--- src/rtl/ysyx_2022040010_pipe_ctrl_pkg.sv ---
// Shared StallBus/flush layout, FSM encoding and the hazard priority encoder for the pipeline controller.
// Pure types and functions, no timing of its own.
package ysyx_2022040010_pipe_ctrl_pkg;

   localparam int XLEN    = 64;
   localparam int STALL_W = 6;
   localparam int FLUSH_W = 5;

   localparam int STALL_PC    = 0;
   localparam int STALL_IFID  = 1;
   localparam int STALL_IDEX  = 2;
   localparam int STALL_EXMEM = 3;
   localparam int STALL_MEMWB = 4;

   typedef enum logic [1:0] {
      ST_RUN   = 2'd0,
      ST_DRAIN = 2'd1,
      ST_FLUSH = 2'd2,
      ST_HALT  = 2'd3
   } state_t;

   typedef struct packed {
      logic [STALL_W-1:0] stall;
      logic [FLUSH_W-1:0] flush;
   } ctrl_t;

   // Bits [top:0] set; the reserved top bit is never set.
   function automatic logic [STALL_W-1:0] stall_prefix(input int top);
      logic [STALL_W-1:0] m;
      m = '0;
      for (int i = 0; i < STALL_W - 1; i++) m[i] = (i <= top);
      return m;
   endfunction

   // Deepest stalled stage wins; a bubble goes only into the register just past it.
   function automatic ctrl_t hazard_ctrl(input logic mem_busy, input logic ex_req,
                                         input logic id_req, input logic if_busy);
      ctrl_t c;
      c = '0;
      if (mem_busy) begin
         c.stall = stall_prefix(STALL_MEMWB);
      end else if (ex_req) begin
         c.stall = stall_prefix(STALL_EXMEM);
         c.flush[STALL_MEMWB] = 1'b1;
      end else if (id_req) begin
         c.stall = stall_prefix(STALL_IDEX);
         c.flush[STALL_EXMEM] = 1'b1;
      end else if (if_busy) begin
         c.stall = stall_prefix(STALL_IFID);
         c.flush[STALL_IDEX] = 1'b1;
      end
      return c;
   endfunction

endpackage

--- src/rtl/ysyx_2022040010_pipe_ctrl_if.sv ---
// Pipeline <-> controller bundle: hazard/redirect requests in, StallBus/flush/redirect out.
interface ysyx_2022040010_pipe_ctrl_if #(parameter int CNT_W = 64);
   import ysyx_2022040010_pipe_ctrl_pkg::*;

   logic               stallreq_id;
   logic               stallreq_ex;
   logic               if_axi_busy;
   logic               mem_axi_busy;
   logic               br_valid;
   logic [XLEN-1:0]    br_target;
   logic               trap_valid;
   logic [XLEN-1:0]    trap_target;
   logic               ebreak_valid;

   logic [STALL_W-1:0] stall;
   logic [FLUSH_W-1:0] flush;
   logic               redirect_valid;
   logic [XLEN-1:0]    redirect_pc;
   logic               halted;
   logic               axi_timeout;
   logic [CNT_W-1:0]   stall_cycles;

   modport master (
      output stallreq_id, stallreq_ex, if_axi_busy, mem_axi_busy,
             br_valid, br_target, trap_valid, trap_target, ebreak_valid,
      input  stall, flush, redirect_valid, redirect_pc, halted, axi_timeout, stall_cycles
   );

   modport slave (
      input  stallreq_id, stallreq_ex, if_axi_busy, mem_axi_busy,
             br_valid, br_target, trap_valid, trap_target, ebreak_valid,
      output stall, flush, redirect_valid, redirect_pc, halted, axi_timeout, stall_cycles
   );

endinterface

--- src/rtl/ysyx_2022040010_axi_watchdog.sv ---
// Counts consecutive cycles with any AXI port busy; raises a sticky timeout on the TIMEOUT_CYC-th one.
// Observation only: never stalls or alters the pipeline.
module ysyx_2022040010_axi_watchdog #(
   parameter int TIMEOUT_CYC = 4096
) (
   input  logic clk,
   input  logic rst,
   input  logic if_busy,
   input  logic mem_busy,
   output logic timeout
);

   localparam int CW = $clog2(TIMEOUT_CYC + 1);

   logic          busy;
   logic [CW-1:0] cnt;
   logic          at_limit;

   assign busy     = if_busy | mem_busy;
   assign at_limit = (cnt == CW'(TIMEOUT_CYC - 1));

   always_ff @(posedge clk) begin
      if (rst) begin
         cnt     <= '0;
         timeout <= 1'b0;
      end else begin
         if (!busy)         cnt <= '0;
         else if (!at_limit) cnt <= cnt + CW'(1);
         if (busy && at_limit) timeout <= 1'b1;
      end
   end

endmodule

--- src/rtl/ysyx_2022040010_pipe_ctrl.sv ---
// Stall/flush/redirect controller: stalls are combinational from requests and FSM state; redirects
// fire one cycle after the request, or one cycle after both AXI ports go idle when a drain is needed.
module ysyx_2022040010_pipe_ctrl
   import ysyx_2022040010_pipe_ctrl_pkg::*;
#(
   parameter int TIMEOUT_CYC = 4096,
   parameter int CNT_W       = 64
) (
   input logic                       clk,
   input logic                       rst,
   ysyx_2022040010_pipe_ctrl_if.slave bus
);

   state_t             state, state_n;
   logic [XLEN-1:0]    pend_pc, pend_pc_n;
   logic               pend_br, pend_br_n;
   logic [CNT_W-1:0]   sc_q;

   logic [STALL_W-1:0] stall_c;
   logic [FLUSH_W-1:0] flush_c;
   logic               rvld_c;
   logic [XLEN-1:0]    rpc_c;
   logic               any_busy;
   logic               br_take;
   ctrl_t              hz, hz_br;

   assign any_busy = bus.if_axi_busy | bus.mem_axi_busy;
   assign br_take  = bus.br_valid & ~bus.stallreq_ex & ~bus.mem_axi_busy;
   assign hz       = hazard_ctrl(bus.mem_axi_busy, bus.stallreq_ex, bus.stallreq_id, bus.if_axi_busy);
   // A draining branch keeps the front end frozen as if the fetch were still outstanding.
   assign hz_br    = hazard_ctrl(bus.mem_axi_busy, bus.stallreq_ex, bus.stallreq_id, 1'b1);

   always_comb begin
      state_n   = state;
      pend_pc_n = pend_pc;
      pend_br_n = pend_br;
      stall_c   = '0;
      flush_c   = '0;
      rvld_c    = 1'b0;
      rpc_c     = '0;
      case (state)
         ST_RUN: begin
            stall_c = hz.stall;
            flush_c = hz.flush;
            if (bus.ebreak_valid) begin
               state_n = ST_HALT;
            end else if (bus.trap_valid) begin
               pend_pc_n = bus.trap_target;
               pend_br_n = 1'b0;
               state_n   = any_busy ? ST_DRAIN : ST_FLUSH;
            end else if (br_take) begin
               pend_pc_n = bus.br_target;
               pend_br_n = 1'b1;
               state_n   = bus.if_axi_busy ? ST_DRAIN : ST_FLUSH;
            end
         end
         ST_DRAIN: begin
            if (pend_br) begin
               stall_c = hz_br.stall;
               flush_c = hz_br.flush;
            end else begin
               stall_c = stall_prefix(STALL_MEMWB);
            end
            if (bus.trap_valid) begin
               pend_pc_n = bus.trap_target;
               pend_br_n = 1'b0;
            end
            if (!any_busy) state_n = ST_FLUSH;
         end
         ST_FLUSH: begin
            rvld_c = 1'b1;
            rpc_c  = pend_pc;
            flush_c[STALL_IFID] = 1'b1;
            flush_c[STALL_IDEX] = 1'b1;
            if (!pend_br) begin
               flush_c[STALL_EXMEM] = 1'b1;
               flush_c[STALL_MEMWB] = 1'b1;
            end
            state_n = ST_RUN;
         end
         ST_HALT: begin
            stall_c = stall_prefix(STALL_MEMWB);
         end
         default: state_n = ST_RUN;
      endcase
   end

   always_ff @(posedge clk) begin
      if (rst) begin
         state   <= ST_RUN;
         pend_pc <= '0;
         pend_br <= 1'b0;
         sc_q    <= '0;
      end else begin
         state   <= state_n;
         pend_pc <= pend_pc_n;
         pend_br <= pend_br_n;
         if (stall_c[STALL_PC]) sc_q <= sc_q + CNT_W'(1);
      end
   end

   ysyx_2022040010_axi_watchdog #(.TIMEOUT_CYC(TIMEOUT_CYC)) u_wdog (
      .clk      (clk),
      .rst      (rst),
      .if_busy  (bus.if_axi_busy),
      .mem_busy (bus.mem_axi_busy),
      .timeout  (bus.axi_timeout)
   );

   assign bus.stall          = stall_c;
   assign bus.flush          = flush_c;
   assign bus.redirect_valid = rvld_c;
   assign bus.redirect_pc    = rpc_c;
   assign bus.halted         = (state == ST_HALT);
   assign bus.stall_cycles   = sc_q;

endmodule

--- src/flat_wrapper.sv ---
// flat-port wrapper written by rule: the top's interface ports become plain ports
module ysyx_2022040010_pipe_ctrl_flat import ysyx_2022040010_pipe_ctrl_pkg::*;
#(
   parameter int TIMEOUT_CYC = 4096,
   parameter int CNT_W       = 64
)
  (clk, rst, bus_stallreq_id, bus_stallreq_ex, bus_if_axi_busy, bus_mem_axi_busy, bus_br_valid, bus_br_target, bus_trap_valid, bus_trap_target, bus_ebreak_valid, bus_stall, bus_flush, bus_redirect_valid, bus_redirect_pc, bus_halted, bus_axi_timeout, bus_stall_cycles);
  ysyx_2022040010_pipe_ctrl_if #(.CNT_W(CNT_W)) bus_i ();
  input logic clk;
  input logic rst;
  input wire logic [$bits(bus_i.stallreq_id)-1:0] bus_stallreq_id;
  input wire logic [$bits(bus_i.stallreq_ex)-1:0] bus_stallreq_ex;
  input wire logic [$bits(bus_i.if_axi_busy)-1:0] bus_if_axi_busy;
  input wire logic [$bits(bus_i.mem_axi_busy)-1:0] bus_mem_axi_busy;
  input wire logic [$bits(bus_i.br_valid)-1:0] bus_br_valid;
  input wire logic [$bits(bus_i.br_target)-1:0] bus_br_target;
  input wire logic [$bits(bus_i.trap_valid)-1:0] bus_trap_valid;
  input wire logic [$bits(bus_i.trap_target)-1:0] bus_trap_target;
  input wire logic [$bits(bus_i.ebreak_valid)-1:0] bus_ebreak_valid;
  output wire logic [$bits(bus_i.stall)-1:0] bus_stall;
  output wire logic [$bits(bus_i.flush)-1:0] bus_flush;
  output wire logic [$bits(bus_i.redirect_valid)-1:0] bus_redirect_valid;
  output wire logic [$bits(bus_i.redirect_pc)-1:0] bus_redirect_pc;
  output wire logic [$bits(bus_i.halted)-1:0] bus_halted;
  output wire logic [$bits(bus_i.axi_timeout)-1:0] bus_axi_timeout;
  output wire logic [$bits(bus_i.stall_cycles)-1:0] bus_stall_cycles;
  assign bus_i.stallreq_id = bus_stallreq_id;
  assign bus_i.stallreq_ex = bus_stallreq_ex;
  assign bus_i.if_axi_busy = bus_if_axi_busy;
  assign bus_i.mem_axi_busy = bus_mem_axi_busy;
  assign bus_i.br_valid = bus_br_valid;
  assign bus_i.br_target = bus_br_target;
  assign bus_i.trap_valid = bus_trap_valid;
  assign bus_i.trap_target = bus_trap_target;
  assign bus_i.ebreak_valid = bus_ebreak_valid;
  assign bus_stall = bus_i.stall;
  assign bus_flush = bus_i.flush;
  assign bus_redirect_valid = bus_i.redirect_valid;
  assign bus_redirect_pc = bus_i.redirect_pc;
  assign bus_halted = bus_i.halted;
  assign bus_axi_timeout = bus_i.axi_timeout;
  assign bus_stall_cycles = bus_i.stall_cycles;
  ysyx_2022040010_pipe_ctrl #(.TIMEOUT_CYC(TIMEOUT_CYC), .CNT_W(CNT_W)) u_core (.clk(clk), .rst(rst), .bus(bus_i));
endmodule
--- config.mk ---
export PLATFORM = sky130hd
export DESIGN_NAME = ysyx_2022040010_pipe_ctrl_flat
export DESIGN_NICKNAME = d
export VERILOG_FILES = /design/src/rtl/ysyx_2022040010_pipe_ctrl_pkg.sv /design/src/rtl/ysyx_2022040010_pipe_ctrl_if.sv /design/src/rtl/ysyx_2022040010_axi_watchdog.sv /design/src/rtl/ysyx_2022040010_pipe_ctrl.sv /design/src/flat_wrapper.sv
export SDC_FILE = /design/constraint.sdc
export NUM_CORES = 1
export LEC_CHECK = 0
export BUFFER_PORTS_ARGS = -buffer_cell sky130_fd_sc_hd__buf_2
export CAP_MARGIN = 5
export CORE_MARGIN = 2
export CORE_UTILIZATION = 47
export CTS_CLUSTER_SIZE = 25
export DETAILED_ROUTE_END_ITERATION = 8
export HOLD_SLACK_MARGIN = 0.1
export PLACE_DENSITY = 0.77
export SETUP_SLACK_MARGIN = 0.2
export SYNTH_ARGS = -nofsm -noshare
export SYNTH_HDL_FRONTEND = slang
export SYNTH_HIERARCHICAL = 1
export SYNTH_SLANG_ARGS = --single-unit
--- constraint.sdc ---
create_clock -name clk -period 2.65 [get_ports clk]
set_clock_uncertainty 0.05 [all_clocks]
set_input_delay 0.265 -clock clk [delete_from_list [all_inputs] [get_ports clk]]
set_output_delay 0.265 -clock clk [all_outputs]
set_load 0.005 [all_outputs]
==> summary.md, run 1 <==
| Metric | Value |
|---|---|
| Status | finished clean |
| Total GRT Usage | 31.1% |
| Hold Crit Endpoint | u_core/pend_pc[40]$_SDFFE_PP0P_ |
| Crit path kind | reg -> reg |
| Period minus WS final | roughly 2.4 ns |
| Final total power | 7950 uW |
| Clock Latency Late Sink | 0.42 ns |
| Number of max-cap violations | 0 |
| Drt first pass iters | 8 |
| CTS Buf Count | 17 |
| Crit path launch type | register |
| Unrepaired setup endpoints after global routing | false |
| Post-synthesis sequential area ratio | roughly two fifths |
| Core area | ~0.016 sq mm |
| Synth Instances | about 940 |
| Avg Cell Area, Syn | around 8 sq um |
| Pin count of the biggest net entering global routing | 130 |
| Antenna violations before repair | 0 |
| Post-DR vias/cell | about 5.9 |
| FF+latch count, synth | ~150 |
| Critical Path AT | roughly 2.6 ns |
| PwrDens | just over 700 mW/mm^2 |
| # setup viols final | 0 |
| Worst Hold Depth | 3 |
| Worst-path maximum fanout | 28 |
| Peak supply drop | between 400 and 500 uV |
| DRC Markers | 0 |
| Slew Limit Fails | 0 |
| Worst min-delay path startpoint | bus_trap_target[40] |
| Initial DRC count | roughly 940 |
| Port bufs | between 200 and 300 |
| CTS tree | built |
| Sink Count | approximately 150 |
| Total grt overflow | 0 |
| CP required | ~2.9 ns |
| Die area | approximately 0.017 sq mm |
| Synth warn | 6 |
| Die W | 130 um |
| # H-tree levels | 4 |
| Antenna Nets Post-Route | 0 |
| Peak Freq | between 400 and 500 MHz |
| Die Ht | about 130 um |
| Gpl congestion | between 0.8 and 0.9 |
| Tcrit/Tclk final | 90.5% |
| Layout cells sized above 1 | around 28% |
| Worst-path clk slew | around 0.060 ns |
| Worst slew margin | a little under half |
| Root Buffer | clkbuf_16 |
| Final Util | between 70 and 80% |
| Final Hold Fails | 0 |
| First-pass GRT wire length | about 42 mm |
| Reg2reg end | u_core/pend_pc[30]$_SDFFE_PP0P_ |
| Area of the mapped netlist | about 0.0075 sq mm |
| Synth cell types | 55 |
| Final setup TNS | 0 ns |
| Ys flop type | dfxtp_1 |
| Slew @ Worst Pin | 0.779 ns |
| Reg-to-reg slack, setup | ~0.25 ns |
| Leak | 0.00459 uW |
| # rows | 46 |
| Critical path origin | u_core/state[1]$_SDFFE_PP0P_ |
| Max Root-Sink Buffers | 2 |
| Worst hold path class | in -> reg |
| Number of synthesized flops with an enable pin | 0 |
| Reg2Reg Launch Point | u_core/state[1]$_SDFFE_PP0P_ |
| Via count | roughly 9100 |
| Final WL | roughly 28 mm |
| Async set or reset register ratio after synthesis | 0% |
| Final #Nets | about 1500 |
| Worst Setup End Kind | register |
| # IOs | around 280 |
| Vias in the first global route | 8463 |
| Area Overhead vs Synth | 47.7% |
| Hpwl dp | 15.2 mm |
| Initial core utilization | between 40% and 50% |
| Depth of the most critical reg-to-reg path | 9 |
| Routed wire per std cell | roughly 18 um |
==> stage by stage <==
step / instance area (sq um) / cells / setup slack [ns] / hold slack, ns
after floorplan: 7450 / 944 / 0.328 / 0.361
after CTS: 10900 / 1536 / 0.203 / 0.103
after global placement: 9080 / 1384 / 0.140 / 0.369
after detailed placement: 9080 / 1384 / 0.00982 / 0.376
after global routing: 11000 / 1542 / 0.200 / 0.118
final: 11000 / 1543 / 0.251 / 0.140
==> report_power, final <==
part	total, uW	switching, uW	internal, uW
logic	2790	1600	1200
clock network	2460	915	1550
registers	2690	201	2490
==> worst max-delay path, stage by stage (launching register included) <==
cell,delay [ns]
dfxtp_1,0.42
inv_1,0.12
ha_4,0.20
inv_1,0.15
a31oi_1,0.15
o21ai_4,0.28
buf_12,0.15
buf_12,0.16
nor2_1,0.07
a311oi_1,0.47
==> repair_timing <==
| action | 4_1_cts | 5_1_grt |
|---|---|---|
| setup buffers | 3 | 5 |
| endpoints found under the hold margin | 66 | 0 |
| pin swaps | 2 | 4 |
| gates resized for setup | 3 | 11 |
| gates cloned | 0 | 1 |
| hold buffers | 117 | 0 |
| endpoints found under the setup margin | 27 | 32 |
==> state kept, by name, indices dropped and copies added (netlist names) <==
register and count:
u_core/bus.stall_cycles 64, u_core/pend_br 1, u_core/pend_pc 64, u_core/state 2, u_core/u_wdog/cnt 13, u_core/u_wdog/timeout 1
==> layout make-up <==
cell class | instances | area, sq um
antenna | 1 | 2.50
timing repair buffer | 426 | 2920
inverter | 14 | 52.6
sequential | 145 | 2900
tap | 216 | 270
clock buffer | 22 | 474
fill | 1148 | 4710
multi-input combinational | 709 | 4250
clock inverter | 10 | 133
==> per-layer routing <==
layer  routed length (um)  vias up  global-route usage [%]
met5                    0        -                       0
met4                 1470        0                    17.0
met3                 2650      171                    10.5
met2                13100      592                    50.6
met1                10300     4136                    36.2
li1                     -     4154                       -
==> synth_stat cells (all sizes together) (4+ instances only) <==
library cell | count | area share (%)
mux2i | 6 | 0.81
o31ai | 21 | 2.1
inv | 14 | 0.71
or3 | 27 | 2.3
nor2 | 116 | 5.8
ha | 7 | 1.2
buf | 11 | 0.86
a21oi | 54 | 3.6
or4 | 19 | 1.9
xnor2 | 5 | 0.59
and4 | 8 | 0.97
nor4 | 7 | 1.1
o21ai | 95 | 6.4
nand3 | 26 | 1.9
nor3 | 9 | 0.60
nand2 | 94 | 4.8
and2 | 67 | 5.6
nand4 | 26 | 2.4
dfxtp | 145 | 39
xor2 | 20 | 2.4
clkbuf | 66 | 3.4
a311oi | 64 | 7.5
and3 | 4 | 0.34
==> how the worst max path moves through the flow <==
stage / end / slack, ns / depth (start not counted)
final: u_core/pend_pc[30]$_SDFFE_PP0P_ / 0.25 / 9
after global routing: u_core/bus.stall_cycles[62]$_SDFFE_PP0P_ / 0.20 / 6
after CTS: bus_stall[0] / 0.20 / 6
after detailed placement: u_core/bus.stall_cycles[44]$_SDFFE_PP0P_ / 0.01 / 7
after global placement: u_core/bus.stall_cycles[50]$_SDFFE_PP0P_ / 0.14 / 7
after floorplan: u_core/bus.stall_cycles[58]$_SDFFE_PP0P_ / 0.33 / 8
==> kinds of logic after synthesis <==
family	after synthesis	share of synthesized area [%]
AO/OA/AOI/OAI	253	22.2
XOR/XNOR	25	2.94
adder cells (fa/ha/maj)	7	1.18
buffers and inverters	91	4.92
flip-flops	145	39.0
multiplexers	6	0.806
other	1	0.0503
AND/OR/NAND/NOR	415	29.0
==> cells in the final DEF, fill, tap and decap left out, types with 4 or more instances in the layout <==
cell	instances
dfxtp_1	144
or4_1	19
nand4_1	24
nor3_1	8
buf_4	24
o21ai_0	93
nand2_1	93
nand3_1	24
buf_12	9
xor2_1	20
and4_1	6
dlygate4sd3_1	117
buf_2	275
and2_1	67
or3_1	27
nor4_1	4
o31ai_1	21
clkinv_2	4
a311oi_1	64
ha_1	4
xnor2_1	5
clkbuf_16	17
and3_1	4
inv_1	14
mux2i_1	6
a21oi_1	54
nor2_1	114
No activity file was read; power rests on OpenSTA's default activity.
==> run 2: changes to the inputs <==
--- a/config.mk
+++ b/config.mk
@@ -7,13 +7,14 @@
 export LEC_CHECK = 0
 export BUFFER_PORTS_ARGS = -buffer_cell sky130_fd_sc_hd__buf_2
 export CAP_MARGIN = 5
+export CORE_ASPECT_RATIO = 0.9
 export CORE_MARGIN = 2
 export CORE_UTILIZATION = 47
 export CTS_CLUSTER_SIZE = 25
 export DETAILED_ROUTE_END_ITERATION = 8
 export HOLD_SLACK_MARGIN = 0.1
 export PLACE_DENSITY = 0.77
-export SETUP_SLACK_MARGIN = 0.2
+export SETUP_SLACK_MARGIN = 0.02
 export SYNTH_ARGS = -nofsm -noshare
 export SYNTH_HDL_FRONTEND = slang
 export SYNTH_HIERARCHICAL = 1
==> summary.md, run 2 (synthesized netlist as in run 1, its figures left out) <==
| Metric | Value |
|---|---|
| Status | finished clean (unchanged) |
| Number of max-cap violations | 0 (unchanged) |
| Initial DRC count | 1058 (was 936) |
| Total GRT Usage | 31.3% (was 31.1%) |
| CP required | 2.87 ns (was 2.86 ns) |
| Port bufs | 276 (unchanged) |
| Depth of the most critical reg-to-reg path | 9 (unchanged) |
| # setup viols final | 0 (unchanged) |
| Crit path launch type | register (unchanged) |
| # placed instances | 1366 (was 1384) |
| Placed instance area | 0.00901 sq mm (was 0.00908 sq mm) |
| Tcrit/Tclk final | 93.5% (was 90.5%) |
| Root Buffer | clkbuf_16 (unchanged) |
| Slew Limit Fails | 0 (unchanged) |
| Drt first pass iters | 8 (unchanged) |
| Post-route insts no fill | 1526 (was 1543) |
| Worst-path clk slew | 0.06 ns (about the same) |
| # rows | 43 (was 46) |
| Peak supply drop | 508 uV (was 478 uV) |
| Via count | 9175 (was 9053) |
| Initial core utilization | 48.3% (was 47.4%) |
| Die W | 137 um (was 130 um) |
| Hpwl dp | 15.0 mm (was 15.2 mm) |
| # IOs | 279 (unchanged) |
| Final setup TNS | 0 ns (unchanged) |
| DRC Markers | 0 (unchanged) |
| CTS tree | built (unchanged) |
| Peak Freq | 404 MHz (was 417 MHz) |
| Final Hold Fails | 0 (unchanged) |
| Antenna violations before repair | 3 (was 0) |
| Clock Latency Late Sink | 0.41 ns (was 0.42 ns) |
| Crit path kind | reg -> reg (unchanged) |
| PwrDens | 700 mW/mm^2 (was 722 mW/mm^2) |
| Sink Count | 145 (unchanged) |
| Worst-path maximum fanout | 65 (was 28) |
| Die Ht | 123 um (was 130 um) |
| Commonest non-fill, non-tap cell in the layout | buf_2 (unchanged) |
| Final instance area | 0.0109 sq mm (was 0.0110 sq mm) |
| Final #Nets | 1453 (was 1457) |
| Core area | 0.0154 sq mm (was 0.0157 sq mm) |
| Final Util | 70.3% (was 70.0%) |
| Slew @ Worst Pin | 0.780 ns (was 0.779 ns) |
| First-pass GRT wire length | 41.9 mm (about the same) |
| Area Overhead vs Synth | 45.7% (was 47.7%) |
| Worst slew margin | 47.7% (about the same) |
| Max Root-Sink Buffers | 2 (unchanged) |
| CTS Buf Count | 17 (unchanged) |
| Post-DR vias/cell | 6.01 (was 5.87) |
| Die area | 0.0169 sq mm (about the same) |
| # H-tree levels | 4 (unchanged) |
| Routed wire per std cell | 18.3 um (was 17.9 um) |
| Worst Hold Depth | 3 (unchanged) |
| Total grt overflow | 0 (unchanged) |
| Gpl congestion | 0.878 (was 0.807) |
| Pin count of the biggest net entering global routing | 130 (unchanged) |
| Worst Setup End Kind | register (unchanged) |
| Commonest cells after routing, fill and taps aside | buf_2 (275), dfxtp_1 (145), dlygate4sd3_1 (123) (was buf_2 (275), dfxtp_1 (144), dlygate4sd3_1 (117)) |
| Worst hold path class | in -> reg (unchanged) |
| Period minus WS final | 2.48 ns (was 2.40 ns) |
| Unrepaired setup endpoints after global routing | false (unchanged) |
| Critical Path AT | 2.70 ns (was 2.61 ns) |
| Layout cells sized above 1 | 26.5% (was 27.5%) |
| Final WL | 27.9 mm (was 27.6 mm) |
| Leak | 0.00454 uW (was 0.00459 uW) |
| Vias in the first global route | 8487 (was 8463) |
| Fillers | 1113 (was 1148) |
| Antenna Nets Post-Route | 0 (unchanged) |
[run 2: final cells by class]
type | count | area (sq um) | share of cell area [%]
Antenna cell | 3 | 7.51 | 0.0692
Clock buffer | 22 | 494 | 4.55
Clock inverter | 9 | 81.3 | 0.749
Inverter | 14 | 52.6 | 0.484
Multi-Input combinational cell | 708 | 4210 | 38.8
Sequential cell | 145 | 2900 | 26.7
Tap cell | 202 | 253 | 2.33
Timing Repair Buffer | 423 | 2850 | 26.3
[run 2: power by group]
part	internal (uW)	total, uW	switching (uW)
Sequential	2490	2670	188
Clock	1410	2320	914
Combinational	1040	2610	1570
Total	4930	7600	2670
[run 2: what timing repair did]
item,in CTS,in global routing
hold endpoints to repair,65,1
buffers inserted,0,2
gates resized for setup,0,2
endpoints found under the setup margin,0,9
hold buffers,122,1
[run 2: critical path, stage by stage (launching register included)]
cell and delay (ns):
dfxtp_1 0.40, inv_1 0.09, ha_2 0.19, buf_4 0.22
inv_1 0.16, a31oi_1 0.14, o21ai_4 0.22, clkbuf_16 0.31
nor2_1 0.09, a311oi_1 0.41
[run 2: path summary, 6_finish.rpt]
path / startpoint / end / slack (ns)
worst max-delay path: u_core/state[1]$_SDFFE_PP0P_ / u_core/pend_pc[32]$_SDFFE_PP0P_ / 0.17
worst max register to register: u_core/state[1]$_SDFFE_PP0P_ / u_core/pend_pc[32]$_SDFFE_PP0P_ / 0.17
worst min register to register: u_core/u_wdog/cnt[12]$_SDFFE_PP0P_ / u_core/u_wdog/cnt[12]$_SDFFE_PP0P_ / 0.39
worst min-delay path: bus_trap_target[44] / u_core/pend_pc[44]$_SDFFE_PP0P_ / 0.13
[run 2: layer usage]
metal,up-vias,global-route usage [%],routed length [um]
met5,-,0,27
met4,4,19.3,1710
met3,195,9.06,2860
met2,651,49.8,12800
met1,4173,37.3,10500
li1,4152,-,-
[run 2: metrics by stage]
stage               total power, uW  setup slack, ns  hold slack (ns)
finish                         7600            0.174            0.129
global route                   7920           0.0166            0.119
CTS                            7380           0.0799            0.100
detailed placement             4920            0.118            0.379
global placement               4900            0.241            0.375
floorplan                      4170            0.328            0.361
==> run 3: changes to the inputs <==
--- a/config.mk
+++ b/config.mk
@@ -13,9 +13,8 @@
 export CTS_CLUSTER_SIZE = 25
 export DETAILED_ROUTE_END_ITERATION = 8
 export HOLD_SLACK_MARGIN = 0.1
-export PLACE_DENSITY = 0.77
+export PLACE_DENSITY = 0.76
 export SETUP_SLACK_MARGIN = 0.02
 export SYNTH_ARGS = -nofsm -noshare
 export SYNTH_HDL_FRONTEND = slang
-export SYNTH_HIERARCHICAL = 1
 export SYNTH_SLANG_ARGS = --single-unit
==> summary.md, run 3 <==
| Metric | Value |
|---|---|
| Synth warn | 0 (was 6) |
| Logic pwr share | 38.1% (was 34.3%) |
| Sw Ratio | 36.8% (was 35.1%) |
| Layout cells sized above 1 | 27.6% (was 26.5%) |
| Commonest non-fill, non-tap cell in the layout | buf_2 (unchanged) |
| Final Hold Fails | 0 (unchanged) |
| CP required | 2.94 ns (was 2.87 ns) |
| Crit path launch type | register (unchanged) |
| # rows | 44 (was 43) |
| Internal | 5990 uW (was 4930 uW) |
| Most frequent cell after synthesis | dfxtp_1 (unchanged) |
| Unrepaired setup endpoints after global routing | false (unchanged) |
| First-pass GRT wire length | 47.2 mm (was 41.9 mm) |
| Core area | 0.0161 sq mm (was 0.0154 sq mm) |
| Worst slew margin | 58.1% (was 47.7%) |
| Period minus WS final | 2.47 ns (was 2.48 ns) |
| Worst hold path class | in -> reg (unchanged) |
| Area of the mapped netlist | 0.00768 sq mm (was 0.00745 sq mm) |
| Clock Latency Late Sink | 0.44 ns (was 0.41 ns) |
| Crit path buffers/inverters | 5 (was 4) |
| Gpl congestion | 0.882 (was 0.878) |
| # setup viols final | 0 (unchanged) |
| PwrDens | 841 mW/mm^2 (was 700 mW/mm^2) |
| Clk pwr share | 30.0% (was 30.5%) |
| Vias in the first global route | 8915 (was 8487) |
| Worst-path clk slew | 0.07 ns (was 0.06 ns) |
| Final WL | 30.5 mm (was 27.9 mm) |
| Via count | 9437 (was 9175) |
| Area Overhead vs Synth | 46.6% (was 45.7%) |
| CTS tree | built (unchanged) |
| Area leader, netlist | dfxtp_1 (unchanged) |
| Crit path kind | reg -> reg (unchanged) |
| DR WL met3 | 2.93 mm (was 2.86 mm) |
| FF+latch count, synth | 145 (unchanged) |
| Reg power frac | 31.9% (was 35.2%) |
| Total grt overflow | 0 (unchanged) |
| Drt first pass iters | 6 (was 8) |
| Slew @ Worst Pin | 0.622 ns (was 0.780 ns) |
| # H-tree levels | 4 (unchanged) |
| Placed instance area | 0.00934 sq mm (was 0.00901 sq mm) |
| Crit-path max cell delay | 0.40 ns (was 0.41 ns) |
| Avg Cell Area, Syn | 7.93 sq um (was 7.90 sq um) |
| Leak | 0.00475 uW (was 0.00454 uW) |
| Pin count of the biggest net entering global routing | 101 (was 130) |
| DR WL met2 | 14.1 mm (was 12.8 mm) |
| Slew Limit Fails | 0 (unchanged) |
| Ys flop type | dfxtp_1 (unchanged) |
| Post-route insts no fill | 1562 (was 1526) |
| Initial DRC count | 830 (was 1058) |
| Top post-synthesis cells by count | dfxtp_1 (145), nor2_1 (124), nand2_1 (96) (was dfxtp_1 (145), nor2_1 (116), o21ai_0 (94)) |
| Status | finished clean (unchanged) |
| # placed instances | 1407 (was 1366) |
| Slowest CP cell | dfxtp_1 (was a311oi_1) |
| Peak supply drop | 646 uV (was 508 uV) |
| # IOs | 279 (unchanged) |
| Max Root-Sink Buffers | 2 (unchanged) |
| Number of max-cap violations | 0 (unchanged) |
| Largest cells by area after synthesis | dfxtp_1 (38%), a311oi_1 (7.4%), nor2_1 (6.1%), and2_1 (5.8%), o21ai_0 (5.5%) (was dfxtp_1 (39%), a311oi_1 (7.5%), o21ai_0 (6.3%), nor2_1 (5.8%), and2_1 (5.6%)) |
| Synth Instances | 969 (was 943) |
| Sink Count | 145 (unchanged) |
| Die area | 0.0174 sq mm (was 0.0169 sq mm) |
| DRC Markers | 0 (unchanged) |
| Port bufs | 276 (unchanged) |
| CTS Buf Count | 17 (unchanged) |
| Peak Freq | 405 MHz (was 404 MHz) |
| Final total power | 9470 uW (was 7600 uW) |
| Initial core utilization | 47.8% (was 48.3%) |
| Antenna violations before repair | 4 (was 3) |
| Critical Path AT | 2.76 ns (was 2.70 ns) |
| Reported net switching power | 3490 uW (was 2670 uW) |
| Total GRT Usage | 33.9% (was 31.3%) |
| Post-DR vias/cell | 6.04 (was 6.01) |
| Die W | 139 um (was 137 um) |
| Final #Nets | 1482 (was 1453) |
| Antenna Nets Post-Route | 0 (unchanged) |
| Root Buffer | clkbuf_16 (unchanged) |
| Post-synthesis sequential area ratio | 37.8% (was 39.0%) |
| Die Ht | 125 um (was 123 um) |
| Synth cell types | 55 (unchanged) |
| Yosys top cell area share | 37.8% (was 39.0%) |
| CP delay by family, top | buffers and inverters (unchanged) |
| Hpwl dp | 17.3 mm (was 15.0 mm) |
| Final setup TNS | 0 ns (unchanged) |
| Commonest cells after routing, fill and taps aside | buf_2 (275), dfxtp_1 (145), nor2_1 (123) (was buf_2 (275), dfxtp_1 (145), dlygate4sd3_1 (123)) |
| Worst Hold Slack | 0.101 ns (was 0.129 ns) |
| WL met1 | 11.5 mm (was 10.5 mm) |
| Worst Setup End Kind | register (unchanged) |
| Top routing layer in use | met4 (was met5) |
| Final instance area | 0.0113 sq mm (was 0.0109 sq mm) |
| Tcrit/Tclk final | 93.3% (was 93.5%) |
| Routed wire per std cell | 19.5 um (was 18.3 um) |
| Async set or reset register ratio after synthesis | 0% (unchanged) |
| Number of synthesized flops with an enable pin | 0 (unchanged) |
| Worst-path maximum fanout | 38 (was 65) |
| CP cell instances | inv_1 -> ha_2 -> buf_12 -> inv_1 -> o22ai_1 -> nor3b_2 -> buf_4 -> buf_12 -> nor2_1 -> a311oi_1 (was inv_1 -> ha_2 -> buf_4 -> inv_1 -> a31oi_1 -> o21ai_4 -> clkbuf_16 -> nor2_1 -> a311oi_1) |
run 3: cell count changes after synthesis, sizes merged, moves of 5 or more:
cell    delta
nand3      +8
xor2       +5
nor2       +8
xnor2      +7
clkbuf     -5
and3       +6
nand4     +12
o21ai     -10
a21oi      -6
nor4       +6
or4        -6
o31ai      -9
run 3: kinds of logic after synthesis:
kind of cell             Yosys count  share of synthesized area, %
AO/OA/AOI/OAI                    232                          19.7
multiplexers                       2                         0.261
XOR/XNOR                          37                          4.22
buffers and inverters             91                          4.87
AND/OR/NAND/NOR                  454                          31.9
flip-flops                       145                          37.8
adder cells (fa/ha/maj)            7                          1.14
other                              1                        0.0488
run 3: power by group through the flow:
stage,clock (uW),sequential [uW],combinational (uW)
finish,2840,3020,3610
global route,2950,3050,3870
CTS,2850,2940,3300
detailed placement,0,2980,3130
global placement,0,2960,3090
floorplan,0,2910,2100
run 3: final timing paths:
| path | startpoint | endpoint | slack (ns) | cells past startpoint |
|---|---|---|---|---|
| hold / removal | bus_trap_target[63] | u_core.pend_pc[63]$_SDFFE_PP0P_ | 0.10 | 3 |
| setup / recovery | u_core.state[1]$_SDFFE_PP0P_ | u_core.pend_pc[29]$_SDFFE_PP0P_ | 0.18 | 10 |
| setup reg to reg | u_core.state[1]$_SDFFE_PP0P_ | u_core.pend_pc[29]$_SDFFE_PP0P_ | 0.18 | 10 |
| hold reg to reg | u_core.u_wdog.cnt[12]$_SDFFE_PP0P_ | u_core.u_wdog.cnt[12]$_SDFFE_PP0P_ | 0.40 | 2 |
run 3: repair_timing:
item                       in CTS  in global routing
setup endpoints to repair       4                  5
setup buffers                   0                  0
hold buffers                  119                  0
gates resized for setup         2                  5
pin swaps                       0                  0
hold endpoints to repair       64                  0
cloned                          0                  0
run 3: final cells by class:
class,instances,area (sq um)
Timing Repair Buffer,424,2910
Antenna cell,4,10.0
Sequential cell,145,2900
Inverter,16,60.1
Clock buffer,20,467
Fill cell,1167,4810
Multi-Input combinational cell,734,4430
Clock inverter,12,228
Tap cell,207,259
run 3: metrics by stage:
| stage | setup slack (ns) | utilization (%) |
|---|---|---|
| 6_report | 0.179 | 70.1 |
| 5_1_grt | 0.0224 | 70.0 |
| 4_1_cts | 0.0673 | 69.9 |
| 3_5_place_dp | 0.252 | 58.1 |
| 3_3_place_gp | 0.345 | 58.1 |
| 2_1_floorplan | 0.424 | - |
run 3: tightest hold or removal path: stages:
cell	delay, ns
buf_2	0.10
o21ai_0	0.07
a311oi_1	0.10
run 3: per-layer routing:
layer,global-route usage (%),vias to the layer above
li1,-,4246
met1,39.4,4434
met2,53.9,587
met3,10.8,170
met4,22.6,0
met5,0,-
